===== src/rtl/nbit_updown_counter_pkg.sv =====
// Shared constants and the count-limit helper for the up/down counter family.
package nbit_updown_counter_pkg;

   localparam logic DIR_UP    = 1'b1;
   localparam logic DIR_DOWN  = 1'b0;
   localparam bit   MODE_WRAP = 1'b0;
   localparam bit   MODE_SAT  = 1'b1;

   // Largest legal count (MOD-1), with MOD forced into 2..2**width.
   function automatic logic [32:0] count_limit(input int unsigned width,
                                               input longint unsigned modulus);
      longint unsigned cap;
      longint unsigned m;
      cap = 64'd1 << width;
      m   = modulus;
      if (m > cap) m = cap;
      if (m < 64'd2) m = 64'd2;
      return 33'(m - 64'd1);
   endfunction

endpackage


===== src/rtl/nbit_updown_counter_next.sv =====
// Combinational next-count, terminal-count and wrap-event logic.
module counter_next
   import nbit_updown_counter_pkg::*;
#(
   parameter int              WIDTH = 4,
   parameter longint unsigned MOD   = 64'd1 << WIDTH,
   parameter bit              SAT   = MODE_WRAP
) (
   input  logic [WIDTH-1:0] cnt,
   input  logic             up,
   input  logic             en,
   output logic [WIDTH-1:0] cnt_next,
   output logic             tc,
   output logic             wrap_evt
);

   localparam logic [32:0]    LIMIT_FULL = count_limit(WIDTH, MOD);
   localparam logic [WIDTH:0] LIMIT      = LIMIT_FULL[WIDTH:0];
   localparam logic [WIDTH:0] ONE        = 1;

   logic [WIDTH:0] cnt_ext;
   logic [WIDTH:0] sum_ext;
   logic           at_term;
   logic           unused_msb;

   // The extra top bit keeps the limit compare and +/-1 free of truncation.
   always_comb begin
      cnt_ext  = {1'b0, cnt};
      at_term  = (up == DIR_UP) ? (cnt_ext == LIMIT) : (cnt_ext == '0);
      tc       = en & at_term;
      wrap_evt = tc & (SAT == MODE_WRAP);
      sum_ext  = cnt_ext;
      if (en) begin
         if (at_term)
            sum_ext = (SAT == MODE_SAT) ? cnt_ext : ((up == DIR_UP) ? '0 : LIMIT);
         else if (up == DIR_UP)
            sum_ext = cnt_ext + ONE;
         else
            sum_ext = cnt_ext - ONE;
      end
      cnt_next = sum_ext[WIDTH-1:0];
   end

   assign unused_msb = sum_ext[WIDTH];

endmodule


===== src/rtl/nbit_updown_counter.sv =====
// Modulo/saturating up/down counter: state registers, priority mux and
// reset-release synchroniser around the combinational next-count block.
module nbit_updown_counter
   import nbit_updown_counter_pkg::*;
#(
   parameter int              WIDTH = 4,
   parameter longint unsigned MOD   = 64'd1 << WIDTH,
   parameter bit              SAT   = MODE_WRAP
) (
   input  logic             clk,
   input  logic             rst,
   input  logic             en,
   input  logic             up,
   input  logic             clr,
   input  logic             load,
   input  logic [WIDTH-1:0] load_val,
   output logic [WIDTH-1:0] out,
   output logic             tc,
   output logic             wrap,
   output logic             ovf
);

   localparam logic [32:0]    LIMIT_FULL = count_limit(WIDTH, MOD);
   localparam logic [WIDTH:0] LIMIT      = LIMIT_FULL[WIDTH:0];

   logic [1:0]       rel_q, rel_d;
   logic [WIDTH-1:0] out_q, out_d;
   logic             wrap_q, wrap_d;
   logic             ovf_q, ovf_d;
   logic [WIDTH-1:0] cnt_next;
   logic [WIDTH-1:0] load_clamped;
   logic             wrap_evt;
   logic             run;

   counter_next #(
      .WIDTH (WIDTH),
      .MOD   (MOD),
      .SAT   (SAT)
   ) u_next (
      .cnt      (out_q),
      .up       (up),
      .en       (en),
      .cnt_next (cnt_next),
      .tc       (tc),
      .wrap_evt (wrap_evt)
   );

   // Updates are allowed once the release has reached the synchroniser,
   // so the first count lands on the second edge after rst rises.
   assign run = |rel_q;

   always_comb begin
      rel_d        = {rel_q[0], 1'b1};
      load_clamped = ({1'b0, load_val} > LIMIT) ? LIMIT[WIDTH-1:0] : load_val;
      out_d        = out_q;
      wrap_d       = 1'b0;
      ovf_d        = ovf_q;
      if (run) begin
         if (clr) begin
            out_d = '0;
            ovf_d = 1'b0;
         end else if (load) begin
            out_d = load_clamped;
         end else begin
            out_d  = cnt_next;
            wrap_d = wrap_evt;
            if (tc) ovf_d = 1'b1;
         end
      end
   end

   always_ff @(posedge clk or negedge rst) begin
      if (!rst) begin
         rel_q  <= '0;
         out_q  <= '0;
         wrap_q <= 1'b0;
         ovf_q  <= 1'b0;
      end else begin
         rel_q  <= rel_d;
         out_q  <= out_d;
         wrap_q <= wrap_d;
         ovf_q  <= ovf_d;
      end
   end

   assign out  = out_q;
   assign wrap = wrap_q;
   assign ovf  = ovf_q;

endmodule


===== config.mk =====
export PLATFORM = sky130hd
export DESIGN_NAME = nbit_updown_counter
export DESIGN_NICKNAME = d
export VERILOG_FILES = /design/src/rtl/nbit_updown_counter_pkg.sv /design/src/rtl/nbit_updown_counter_next.sv /design/src/rtl/nbit_updown_counter.sv
export SDC_FILE = /design/constraint.sdc
export NUM_CORES = 1
export LEC_CHECK = 0
export ABC_CLOCK_PERIOD_IN_PS = 2200
export BUFFER_PORTS_ARGS = -buffer_cell sky130_fd_sc_hd__buf_2
export CAP_MARGIN = 20
export CELL_PAD_IN_SITES_DETAIL_PLACEMENT = 0
export CELL_PAD_IN_SITES_GLOBAL_PLACEMENT = 1
export CORE_MARGIN = 2
export CORE_UTILIZATION = 36
export CTS_CLUSTER_SIZE = 10
export DETAILED_ROUTE_END_ITERATION = 8
export GPL_ROUTABILITY_DRIVEN = 1
export GPL_TIMING_DRIVEN = 0
export PLACE_DENSITY = 0.72
export SLEW_MARGIN = 40
export SYNTH_ARGS = -nofsm -noshare
export SYNTH_HDL_FRONTEND = slang
export SYNTH_SLANG_ARGS = --single-unit

===== constraint.sdc =====
create_clock -name clk -period 2.2 [get_ports clk]
set_clock_uncertainty 0.05 [all_clocks]
set_input_delay 0.11 -clock clk [delete_from_list [all_inputs] [get_ports clk]]
set_output_delay 0.11 -clock clk [all_outputs]
set_load 0.1 [all_outputs]

; After elaboration in Yosys (flattened, before gate mapping)
; Index checks and enable logic that the tools add are counted.
[word_totals]
reg_bits = 8
inputBits = 10
output_inout_bits = 7
[classes]
n_mux = 13
n_bitwise = 1
reduce_logical = 6
n_addsub = 2
eq_ne = 2
[op_table]
columns = operator, count
row1 = 4-bit 2-to-1 mux, 6
row2 = 1-bit 2-to-1 mux, 7
row3 = "4-bit by 1-bit adder with 4-bit output, second input constant", 1
row4 = "4-bit == test, second input constant", 1
row5 = 4-bit logical NOT, 1
row6 = "4-bit by 1-bit subtractor with 4-bit output, second input constant", 1
row7 = 3-bit AND reduction, 1
row8 = 3-bit nonzero test, 1
row9 = "2-bit inequality test, second input constant", 1
row10 = 2-bit AND reduction, 1
row11 = 2-bit nonzero test, 1
row12 = 2-bit OR reduction, 1
row13 = 1-bit bitwise AND, 1

; Longest topological paths before layout
; Gate-level depths: netlist of run 1.
[depth]
depth_word = 6
depth_mapped = 6
ltp_nobuf = 6

; By module
; A second synthesis of run 1 with hierarchy kept.
[hier_totals]
hier_cells = 56
area_unflattened_um2 = 536.8
[modules_own_cells]
columns = mod, seq_area_each_um2, area_per_inst_um2, cells_each, instances
row1 = nbit_updown_counter, 200.2, 325.3, 28, 1
row2 = counter_next, 0.0, 211.5, 28, 1

; Least setup slack after synthesis of run 1
; No wires, ideal clock.
[synth_path]
path_kind = register -> output
from = register out_q[0] (netlist: out[0])
to = output tc
path_buffers = 0
required_ns = 2.040
t_arrival_ns = 2.358
path_slack_ns = -0.318
path_stages_with_launch = 4
path_cell_list = dfrtp_1 or4_4 nor2_2 o21a_1
[synth_via]
elab_chain_len = 3
[synth_lines]
columns = element, line
row1 = "start, declared", nbit_updown_counter.sv:27  ; logic [WIDTH-1:0] out_q, out_d;
row2 = "start signal, assigned", nbit_updown_counter.sv:80  ; out_q <= out_d;
row3 = 4-bit == test / 4-bit logical NOT (equally long branches), nbit_updown_counter_next.sv:29  ; at_term = (up == DIR_UP) ? (cnt_ext == LIMIT) : (cnt_ext == '0);
row4 = 1-bit 2-to-1 mux (*), nbit_updown_counter_next.sv:29
row5 = 1-bit bitwise AND (*), nbit_updown_counter_next.sv:30  ; tc = en & at_term;
row6 = "end, declared", nbit_updown_counter.sv:18  ; output logic tc,
; Every way passes the cells marked *; elsewhere a longest branch is shown, timed or not.

; Final worst setup path of run 1
; Same ends and word-level chain as after synthesis.

==> metrics.yaml, run 1 <==
power_and_ir_drop:
  switching_share_pct: 45.2
  p_leak_nw: 0.334
  clock_power_share_pct: 23.3
  p_switching_mw: 0.245
  internal_power_mw: 0.297
  ir_worst_vdd_mv: 0.283
  p_per_area_mw_per_mm2: 770
  p_seq_share_pct: 34.4
  power_frac_comb_pct: 42.2
synth:
  syn_area_per_cell_um2: 9.49
  yosys.area.top_type: "dfrtp_1"
  ys.flop_type: "dfrtp_1"
  synth_area_leaders: "dfrtp_1 (35%), a21oi_1 (7.0%), o32ai_4 (4.8%), ha_1 (4.4%), fa_1 (3.5%)"
  ys_warn_count: 0
  syn-cell-area_um2: 569
  ys_types: 32
  synth_edf_count: 0
  synth_top_area_share_pct: 35.2
  ys_ff_latch: 8
  synthArstFlopShare_pct: 100
  syn_nets: 73
  synth_cells: 60
  yosysSeqAreaShare_pct: 35.2
floorplan:
  die_x_um: 43.8
  core_area_mm2: 0.00149
  dieArea_mm2: 0.00192
  io_pins: 17
  start_util_pct: 38.2
  fp.dieH_um: 43.8
  rows: 14
sta:
  rsz0062_at_grt: "false"
  slew_violations: 0
  relSlewSlack_pct: 65.7
  min_period_ps: 2030
  period_share_pct: 92.4
  fin_setup_tns_ps: 0
  fin_ws_ps: 168
  timing.final.setup_violations: 0
  hold_viol: 0
  worstMarginPinSlew_ps: 514
  fmax_mhz: 492
global_route:
  grt_use_total_pct: 15.4
  overflow: 0
  antenna_found_initial: 0
  grt_pass1_vias: 471
  grt_first_pass_wirelength_mm: 2.07
  grt_max_degree: 11
finish:
  instances_no_fill: 95
  fin_util_pct: 47.2
  drive_gt1_share_pct: 36.7
  antennaDiodeCount: 0
  nFillCells: 147
  nets: 93
  syn_to_final_growth_pct: 23.5
  regArea_um2: 204
  multi_input_area_um2: 347
job:
  maxCapViolCount: 0
placed_design:
  dp_cells: 90
  numPortBuffers: 14
  gp_congestion: 0.696
  hpwl_um: 906
  dp_worst_setup_slack_ps: 330
route:
  drc_errors: 0
  via_per_inst: 5.61
  vias: 533
  dr.pass1.iters: 4
  drt_iter0_drc: 5
  wirelength_mm: 1.23
  wire_per_inst_um: 13.0
  ant_nets: 0
worst_setup_path:
  cp-start-kind: "flip-flop"
  endpoint_kind: "output port"
  crit_required_ps: 2040
  slowest_stage: "or4_4"
  critical-path-top-delay-family: "simple AND/OR/NAND/NOR gates"
  critPathKind: "flip-flop to output port"
  crit_chain: "or4_4 > nor2_2 > o21a_2 > clkbuf_4"
  path_max_fanout: 8
  path_buf_inv: 1
  slowest_delay_ps: 570
  crit_arrival_ps: 1870
clocking:
  clock-root-buffer: "clkbuf_4"
  cts_htree_levels: 1
  clock_latency_ps: 270
  cts_tree: "yes"
  cts_setup_buffers: 0
  cts_buffers: 3
  cts_buffer_depth: 2
  clkSinkCount: 8
  path_clk_slew_ps: 50
min_path:
  min_path_type: "input pin to flip-flop"
status:
  outcome: "finished clean"
## layout by cell type (no fill, tap or decap), drive strengths merged
master | synthesis | final
and4 | 1 | 1
o32ai | 2 | 2
o211a | 1 | 1
clkbuf | 1 | 6
buf | 1 | 14
fa | 1 | 1
nand2 | 4 | 4
nand3 | 2 | 2
nor2 | 4 | 4
inv | 4 | 4
o41ai | 1 | 1
o31ai | 2 | 2
dfrtp | 8 | 8
o21ai | 3 | 3
and3 | 1 | 1
ha | 2 | 2
a41o | 1 | 1
o21a | 2 | 2
and2 | 1 | 1
nor4 | 2 | 2
dlygate4sd3 | 0 | 1
conb | 1 | 1
nor3 | 1 | 1
and2b | 1 | 1
xor2 | 1 | 1
or4 | 1 | 1
nor2b | 2 | 2
a21oi | 8 | 8
a22oi | 1 | 1
## state kept, by name, summed over array words and instances, names as in the netlist
register,flops
out,4
rel_q,2
ovf,1
wrap,1
## metrics by stage
step	power [mW]	cell area (µm²)	hold slack, ps
final	0.542	703	53.2
after global routing	0.573	703	57.0
after CTS	0.548	701	47.0
after detailed placement	0.418	664	-84.5
after global placement	0.415	664	-83.7
after floorplan	0.371	574	-236
## tightest hold or removal path: stages
cell and delay [ps]:
buf_2 90, nand2_1 50, o31ai_1 60
## cell usage after synthesis (all sizes together), types with 2 or more instances
master and instances:
nand2 4, o31ai 2, o21ai 3, o21a 2, nor2b 2, nor2 4
a21oi 8, ha 2, nand3 2, o32ai 2, dfrtp 8, inv 4
nor4 2
## power groups by stage
| stage | clock network, mW | logic, mW | registers [mW] |
|---|---|---|---|
| floorplan | 0 | 0.101 | 0.270 |
| global placement | 0 | 0.227 | 0.189 |
| CTS | 0.131 | 0.230 | 0.187 |
| finish | 0.126 | 0.229 | 0.187 |
| global route | 0.137 | 0.246 | 0.189 |
| detailed placement | 0 | 0.228 | 0.190 |
## routing by layer
layer	part of all wire, %	up-vias	wire length (µm)	GRT usage, %
li1	-	265	-	-
met4	0	0	0	5.45
met5	0	-	0	0
met1	48	253	588	20.2
met2	45	15	553	21.8
met3	7.3	0	90	7.92
## cells by family (layout without fill, tap and decap cells)
| family | count (synthesis) | in the layout | synth area share, % |
|---|---|---|---|
| and+or+nand+nor | 20 | 20 | 20.0 |
| DFF | 8 | 8 | 35.2 |
| buffers and inverters | 6 | 25 | 4.17 |
| xor gates and xnor gates | 1 | 1 | 1.54 |
| AOI/OAI and AO/OA | 21 | 21 | 30.6 |
| other | 1 | 1 | 0.659 |
| adders and majority gates | 3 | 3 | 7.91 |
## final timing paths
check / start / to / slack (ps) / depth (start not counted)
max in group asynchronous: rst / out[0] / 1700 / 2
worst max register to register: out[1] / out[1] / 510 / 5
worst min register to register: rel_q[0] / rel_q[1] / 420 / 0
min in group asynchronous: rst / wrap / 190 / 2
worst max-delay path: out[0] / tc / 170 / 4
worst min-delay path: load_val[0] / out[0] / 50 / 3
## area by class of cell
type | instances | area share, %
Buffer | 2 | 1.25
Inverter | 4 | 2.14
Multi-Input combinational cell | 46 | 49.3
Sequential cell | 8 | 29.0
Clock buffer | 4 | 3.74
Tap cell | 16 | 2.85
Timing Repair Buffer | 15 | 11.7
## timing repair
action | CTS | global route
resized for setup | 0 | 1
endpoints found under the hold margin | 8 | 0
endpoints found under the setup margin | 0 | 1
hold buffers | 1 | 0
(Power assumes the default switching activity.)
==> run 2, diff against run 1 <==
ABC_CLOCK_PERIOD_IN_PS = 2280   (was 2200)
HOLD_SLACK_MARGIN = 0.12   (was not set)
clock period = 2.28 ns   (was 2.2 ns; I/O delays follow)
==> metrics.yaml, run 2 (synthesized netlist as in run 1, its figures left out) <==
status:
  outcome: "finished clean"
worst_setup_path:
  path_max_fanout: 8
  critical-path-top-delay-family: "simple AND/OR/NAND/NOR gates"
  critPathKind: "flip-flop to output port"
  reg2reg_slack_ps: 540
  cp-start-kind: "flip-flop"
  crit_required_ps: 2120
  crit_chain: "or4_4 > nor2_2 > o21a_2 > buf_2"
  slowest_stage: "or4_4"
  crit_arrival_ps: 2000
  endpoint_kind: "output port"
  slowest_delay_ps: 600
  path_buf_inv: 1
power_and_ir_drop:
  power_frac_comb_pct: 43.0
  internal_power_mw: 0.286
  switching_share_pct: 44.8
  clock_power_share_pct: 22.5
  p_switching_mw: 0.232
  p_per_area_mw_per_mm2: 731
  ir_worst_vdd_mv: 0.360
  p_leak_nw: 0.341
  finalPower_mw: 0.517
  p_seq_share_pct: 34.5
clocking:
  path_clk_slew_ps: 60
  clock_latency_ps: 260
  cts_buffers: 3
  cts_tree: "yes"
  cts_buffer_depth: 2
  clock-root-buffer: "clkbuf_4"
  cts_htree_levels: 1
  postCtsResizedCells: 0
  clkSinkCount: 8
finish:
  antennaDiodeCount: 0
  layout_common_cells: "buf_2 (15), a21oi_1 (8), dfrtp_1 (7)"
  nets: 94
  instances_no_fill: 96
  multi_input_area_um2: 347
  drive_gt1_share_pct: 33.8
  largest_register_ffs: 4
  design_area_um2: 708
  nFillCells: 157
  syn_to_final_growth_pct: 24.4
  layout_commonest_cell: "buf_2"
  regArea_um2: 201
  fin_util_pct: 47.6
sta:
  hold_viol: 0
  hold-worst-slack_ps: 132
  min_period_ps: 2160
  rsz0062_at_grt: "false"
  slew_violations: 0
  relSlewSlack_pct: 65.8
  fin_setup_tns_ps: 0
  timing.final.setup_violations: 0
  worstMarginPinSlew_ps: 513
  fmax_mhz: 462
  period_share_pct: 94.9
  fin_ws_ps: 117
global_route:
  grt_use_total_pct: 14.1
  grt_pass1_vias: 483
  grt_max_degree: 11
  antenna_found_initial: 0
  overflow: 0
  grt_first_pass_wirelength_mm: 2.01
floorplan:
  fp.dieH_um: 43.8
  start_util_pct: 38.2
  io_pins: 17
  core_area_mm2: 0.00149
  dieArea_mm2: 0.00192
  rows: 14
  die_x_um: 43.8
route:
  via_per_inst: 5.47
  drt_iter0_drc: 6
  ant_nets: 0
  wirelength_mm: 1.19
  drc_errors: 0
  vias: 525
  wire_per_inst_um: 12.4
  dr.pass1.iters: 3
placed_design:
  gp_congestion: 0.744
  placed_cell_area_um2: 662
  dp_cells: 90
  dp_worst_setup_slack_ps: 387
  numPortBuffers: 14
  hpwl_um: 899
min_path:
  min_path_type: "input pin to flip-flop"
job:
  maxCapViolCount: 0
-- run 2: repair_timing --
| item | in CTS | in global routing |
|---|---|---|
| buffers inserted | 0 | 0 |
| hold buffers | 2 | 0 |
| hold endpoints to repair | 9 | 0 |
-- run 2: path summary, 6_finish.rpt --
| kind | endpoint | startpoint | cells past startpoint |
|---|---|---|---|
| setup / recovery | tc | out[0] | 4 |
| setup reg to reg | out[1] | out[0] | 5 |
| hold / removal | out[1] | load_val[1] | 3 |
| hold reg to reg | rel_q[1] | rel_q[0] | 0 |
| min in group asynchronous | wrap | rst | 2 |
| max in group asynchronous | out[1] | rst | 2 |
-- run 2: power by group through the flow --
| stage | Combinational, mW | Clock [mW] | Sequential [mW] |
|---|---|---|---|
| 2_1_floorplan | 0.0979 | 0 | 0.259 |
| 3_3_place_gp | 0.219 | 0 | 0.181 |
| 3_5_place_dp | 0.221 | 0 | 0.181 |
| 4_1_cts | 0.224 | 0.123 | 0.178 |
| 5_1_grt | 0.240 | 0.129 | 0.181 |
| 6_report | 0.222 | 0.116 | 0.179 |
-- run 2: cell type report --
cell class / count / area share, %
flip-flops and latches: 8 / 28.4
clock buffers: 4 / 3.71
inverters: 4 / 2.12
repair buffers: 16 / 12.7
well taps: 16 / 2.83
plain buffers: 2 / 1.24
multi-input cells: 46 / 48.9
-- run 2: per-layer routing --
metal	vias up	global-route usage (%)	wire (µm)
met3	0	5.00	46
li1	266	-	-
met1	249	19.3	593
met2	10	22.1	551
met5	-	0	0
met4	0	1.82	0
-- run 2: tightest hold or removal path, cell delays in order --
cell and delay [ps]:
buf_2 90, nor2b_1 120, o41ai_2 70
